### src/rtl/diff_accum.sv
// Frame accumulator: sums a run of signed difference words with saturation
// and hands the result downstream through a valid/ready hold stage.
module diff_accum #(
    parameter int DATAWIDTH = 32,
    parameter int ACCWIDTH  = 40,
    parameter int CNTWIDTH  = 8
) (
    input  logic                 Clk,
    input  logic                 Rst,
    input  logic [DATAWIDTH-1:0] diff,
    input  logic                 diff_valid,
    output logic                 diff_ready,
    input  logic                 start,
    input  logic [CNTWIDTH-1:0]  len,
    output logic [ACCWIDTH-1:0]  sum,
    output logic                 sum_valid,
    input  logic                 sum_ready,
    output logic                 busy,
    output logic                 ovf
);

    typedef enum logic [1:0] {
        IDLE  = 2'd0,
        ACCUM = 2'd1,
        HOLD  = 2'd2
    } state_t;

    state_t                      state_q, state_d;
    logic signed [ACCWIDTH-1:0]  acc_q, acc_d;
    logic signed [ACCWIDTH-1:0]  sum_q, sum_d;
    logic        [CNTWIDTH-1:0]  cnt_q, cnt_d;
    logic                        ovf_q, ovf_d;

    logic                        accept;
    logic signed [ACCWIDTH-1:0]  diff_ext;
    logic        [ACCWIDTH:0]    sat_res;
    logic signed [ACCWIDTH-1:0]  add_val;
    logic                        add_ovf;

    function automatic logic signed [ACCWIDTH-1:0] sign_ext(input logic [DATAWIDTH-1:0] d);
        logic signed [ACCWIDTH-1:0] r;
        for (int i = 0; i < ACCWIDTH; i++) begin
            r[i] = (i < DATAWIDTH) ? d[i] : d[DATAWIDTH-1];
        end
        return r;
    endfunction

    // Returns {overflow_flag, clamped_sum}.
    function automatic logic [ACCWIDTH:0] sat_add(input logic signed [ACCWIDTH-1:0] a,
                                                  input logic signed [ACCWIDTH-1:0] b);
        logic signed [ACCWIDTH:0]   wide;
        logic signed [ACCWIDTH-1:0] max_pos;
        logic signed [ACCWIDTH-1:0] max_neg;
        max_pos = {1'b0, {(ACCWIDTH-1){1'b1}}};
        max_neg = {1'b1, {(ACCWIDTH-1){1'b0}}};
        wide    = {a[ACCWIDTH-1], a} + {b[ACCWIDTH-1], b};
        if (wide[ACCWIDTH] != wide[ACCWIDTH-1]) begin
            return wide[ACCWIDTH] ? {1'b1, max_neg} : {1'b1, max_pos};
        end
        return {1'b0, wide[ACCWIDTH-1:0]};
    endfunction

    assign diff_ext = sign_ext(diff);
    assign sat_res  = sat_add(acc_q, diff_ext);
    assign add_val  = sat_res[ACCWIDTH-1:0];
    assign add_ovf  = sat_res[ACCWIDTH];

    assign diff_ready = (state_q == ACCUM);
    assign sum_valid  = (state_q == HOLD);
    assign busy       = (state_q != IDLE);
    assign sum        = sum_q;
    assign ovf        = ovf_q;
    assign accept     = diff_valid && diff_ready;

    always_comb begin
        state_d = state_q;
        acc_d   = acc_q;
        sum_d   = sum_q;
        cnt_d   = cnt_q;
        ovf_d   = ovf_q;
        case (state_q)
            IDLE: begin
                if (start && (len != '0)) begin
                    state_d = ACCUM;
                    cnt_d   = len;
                    acc_d   = '0;
                    ovf_d   = 1'b0;
                end
            end
            ACCUM: begin
                if (accept) begin
                    acc_d = add_val;
                    if (add_ovf) begin
                        ovf_d = 1'b1;
                    end
                    // Count stops at zero; the final sample latches the result.
                    if (cnt_q <= 1) begin
                        cnt_d   = '0;
                        sum_d   = add_val;
                        state_d = HOLD;
                    end else begin
                        cnt_d = cnt_q - 1'b1;
                    end
                end
            end
            HOLD: begin
                if (sum_ready) begin
                    state_d = IDLE;
                end
            end
            default: begin
                state_d = IDLE;
            end
        endcase
    end

    always_ff @(posedge Clk or negedge Rst) begin
        if (!Rst) begin
            state_q <= IDLE;
            acc_q   <= '0;
            sum_q   <= '0;
            cnt_q   <= '0;
            ovf_q   <= 1'b0;
        end else begin
            state_q <= state_d;
            acc_q   <= acc_d;
            sum_q   <= sum_d;
            cnt_q   <= cnt_d;
            ovf_q   <= ovf_d;
        end
    end

endmodule

### config.mk
export PLATFORM = sky130hd
export DESIGN_NAME = diff_accum
export DESIGN_NICKNAME = d
export VERILOG_FILES = /design/src/rtl/diff_accum.sv
export SDC_FILE = /design/constraint.sdc
export NUM_CORES = 1
export LEC_CHECK = 0
export CAP_MARGIN = 5
export CORE_MARGIN = 1.5
export CORE_UTILIZATION = 35
export DETAILED_ROUTE_END_ITERATION = 10
export GPL_TIMING_DRIVEN = 0
export PLACE_DENSITY_LB_ADDON = 0.1
export SETUP_SLACK_MARGIN = 0.2
export SYNTH_ARGS = -nofsm -noshare
export SYNTH_HDL_FRONTEND = slang
export SYNTH_SLANG_ARGS = --single-unit
### constraint.sdc
create_clock -name Clk -period 5.6 [get_ports Clk]
set_input_delay 1.68 -clock Clk [delete_from_list [all_inputs] [get_ports Clk]]
set_output_delay 1.68 -clock Clk [all_outputs]
set_load 0.02 [all_outputs]
==> impl_metrics.py <==
metrics = {
    "global_route": {
        "first_global_vias": 5614,
        "grt_pass1_wl_um": 30820,
        "antenna_found_initial": 0,
        "grtUsageTotal_pct": 21.76,
        "grt_max_degree": 63,
        "grt_remaining_overflow": 0,
    },
    "timing": {
        "worstMarginPinSlew_ns": 0.8936,
        "finClkSkew_ns": 0.01108,
        "rsz0062_at_grt": "yes",
        "setup_tns_ns": 0,
        "max_freq_mhz": 192.5,
        "setup_violations": 0,
        "maxSlewHeadroom_pct": 40.15,
        "hold_viol": 0,
        "min_period_ns": 5.196,
        "drv_slew": 0,
        "final.period_utilization_pct": 92.78,
    },
    "clocking": {
        "cts-hold-fix-buffers": 0,
        "clock_latency_ns": 0.35,
        "clk_pin_slew_ns": 0.07,
        "clock-sinks": 91,
        "cts_buffers": 9,
        "clock_path_buffers": 2,
        "cts_tree": "built",
        "root_buffer": "clkbuf_16",
        "ctsHtreeMaxLevel": 3,
    },
    "finish": {
        "nets": 877,
        "drive_gt1_share_pct": 11.49,
        "n_fill_cell": 1719,
        "insertedDiodeCount": 0,
        "syn_to_final_growth_pct": 26.46,
    },
    "detailed_routing": {
        "viasPerCell": 5.649,
        "drcViolationCount": 0,
        "vias": 5745,
        "firstDrtPassIters": 5,
        "wirelength_um": 19440,
        "dr.first_iter.drc_count": 369,
        "final_antenna_net_count": 0,
        "wire_per_inst_um": 19.11,
    },
    "power_and_ir_drop": {
        "ir_drop_mv": 0.3518,
        "leakage_nw": 3.348,
        "total_power_mw": 5.677,
        "power_per_cell_area_nw_per_um2": 723.6,
    },
    "worst_setup_path": {
        "r2r_start": "acc_q[2]",
        "crit_slowest_cell": "clkdlybuf4s50_1",
        "worst_setup_path_end_kind": "register",
        "endpoint": "sum[7]",
        "rrSetupSlack_ns": 1.78,
        "rr_endpoint": "sum[7]",
        "required_ns": 5.84,
        "crit_chain": "clkdlybuf4s50_1 > ha_4 > o211ai_2 > o211ai_1 > nand4b_1 > a21oi_2 > o21ai_2 > o31ai_2 > a21o_1 > xor2_2 > ha_1 > clkbuf_4 > nand2b_1 > buf_6 > buf_12 > o21ai_0 > mux2_2",
        "rr_worst_depth": 16,
        "arrival_ns": 5.43,
        "slowest_delay_ns": 0.46,
        "critPathMaxFanout": 10,
        "start_kind": "input pin",
        "path_class": "input pin to register",
        "cp-startpoint": "diff[2]",
    },
    "synth": {
        "synth_edf_count": 0,
        "ys.flop_type": "dfrtp_1",
        "synth.yosys.seq_area_share_pct": 36.70,
        "synthesis.area_per_instance_um2": 9.071,
        "syn_nets": 774,
        "synthArstFlopShare_pct": 100.0,
        "synth_area_um2": 6205,
        "ys.warnings.count": 0,
        "syn_inst": 684,
        "ys_seq_elements": 91,
        "synth.distinct_cells": 73,
    },
    "die": {
        "std_cell_rows": 48,
        "die_h_um": 136.1,
        "io-pin-count": 89,
        "core_um2": 17300,
        "die_w_um": 136.1,
        "dieArea_um2": 18540,
        "start_util_pct": 35.87,
    },
    "job": {
        "max_cap_violations": 0,
    },
    "placed_design": {
        "gp_congestion": 0.8916,
        "portBuffers": 88,
        "hpwl_um": 14820,
    },
    "outcome": {
        "status": "complete, no violations",
    },
    "min_path": {
        "hold_class": "register to register",
    },
}
## worst min-delay path by stage
stage	depth (start not counted)	slack, ns	from	endpoint
3_5_place_dp	1	0.47	sum[32]	sum[32]
4_1_cts	1	0.48	sum[32]	sum[32]
5_1_grt	1	0.49	sum[32]	sum[32]
3_3_place_gp	1	0.46	sum[32]	sum[32]
2_1_floorplan	2	0.45	acc_q[39]	acc_q[39]
6_report	1	0.48	sum[32]	sum[32]
## synthesized netlist by cell type, types with 5 or more instances
cell | n | area [um2]
nor3_1 | 10 | 50.05
a21oi_1 | 75 | 375.4
o21ai_0 | 64 | 320.3
a22o_1 | 10 | 87.58
a221o_1 | 18 | 180.2
nand2_1 | 75 | 281.5
dfrtp_1 | 91 | 2277
nor2_1 | 42 | 157.7
inv_1 | 21 | 78.83
mux2_2 | 10 | 112.6
a31oi_1 | 13 | 81.33
a211oi_1 | 6 | 45.04
o21ai_2 | 5 | 43.79
nand3_1 | 10 | 50.05
nand2b_1 | 9 | 56.30
xnor2_1 | 19 | 166.4
a21o_1 | 17 | 127.6
clkbuf_1 | 24 | 90.09
xor2_1 | 19 | 166.4
ha_1 | 44 | 550.5
nand4_1 | 6 | 37.54
o21bai_1 | 8 | 60.06
## flip-flops by register name (all words and copies together) (netlist names)
signal   cells
sum         40
acc_q       40
ovf          1
cnt_q        8
state_q      2
## cell type report
type	instances	area, um2	area share [%]
repair buffers	92	939.7	11.98
well taps	225	281.5	3.588
plain buffers	34	181.4	2.312
inverters	22	87.58	1.116
clock inverters	5	61.31	0.7814
clock buffers	11	232.7	2.966
flip-flops and latches	91	2277	29.02
multi-input cells	537	3785	48.24
## cells by family (layout without fill, tap and decap cells)
kind of cell	after synthesis	count (layout)	synth area share [%]
adder cells (fa/ha/maj)	45	45	9.195
AO/OA/AOI/OAI	268	268	29.66
XOR/XNOR	38	38	5.364
AND/OR/NAND/NOR	174	174	12.99
multiplexers	12	12	2.138
buffers and inverters	56	164	3.952
flip-flops	91	91	36.70
## per-layer routing
metal,share of wire (%),vias to the layer above,track usage (%)
met5,0,-,0
met4,2.5,0,8.452
met3,4.3,25,2.946
met2,45,161,33.05
met1,48,2812,31.23
li1,-,2747,-
## cells in the final DEF, fill, tap and decap left out, drive strengths merged, types with 6 or more instances in the layout
| cell | Yosys | final |
|---|---|---|
| clkbuf | 24 | 35 |
| nor2 | 44 | 44 |
| mux2 | 10 | 10 |
| dfrtp | 91 | 91 |
| a21o | 18 | 18 |
| o21ai | 73 | 73 |
| buf | 10 | 15 |
| o31ai | 6 | 6 |
| clkdlybuf4s50 | 0 | 86 |
| a21oi | 79 | 79 |
| xor2 | 19 | 19 |
| nand2b | 10 | 10 |
| nand3 | 10 | 10 |
| a22o | 10 | 10 |
| nor3 | 10 | 10 |
| a221o | 18 | 18 |
| nand4 | 6 | 6 |
| nand2 | 75 | 75 |
| xnor2 | 19 | 19 |
| a31oi | 15 | 15 |
| o21bai | 9 | 9 |
| inv | 21 | 22 |
| ha | 44 | 44 |
| a211oi | 8 | 8 |
## where the power goes
part	switching (mW)	leakage [nW]	internal, mW
Combinational	2.35	2.07	1.55
Clock	0.277	0.132	0.348
Sequential	0.190	1.15	0.963
Total	2.82	3.35	2.86
## worst max-delay path, delay by kind of cell
kind / cells / cell delay [ns]
simple gates: 2 / 0.35
mux: 1 / 0.29
xor+xnor: 1 / 0.16
compound gates: 7 / 1.46
fa+ha+maj: 2 / 0.55
buf+inv: 4 / 0.92
## per-stage QoR
step	std cells	setup WS (ns)	hold slack, ns	instance area (um2)	utilization (%)
finish	1017	0.4041	0.4823	7846	45.36
global route	1017	0.1716	0.4907	7846	45.36
CTS	1014	0.2404	0.4848	7719	44.63
detailed placement	998	-0.9095	0.4696	7392	42.74
global placement	997	-0.8437	0.4628	7367	42.59
floorplan	684	0.6951	0.4526	6205	-
## repair_timing
action                     4_1_cts  5_1_grt
pin swaps                        2        5
setup buffers                    0        3
resized for setup               16       19
setup endpoints to repair       79       76
hold endpoints to repair         0        0
Power figures use the tool's default switching activity.
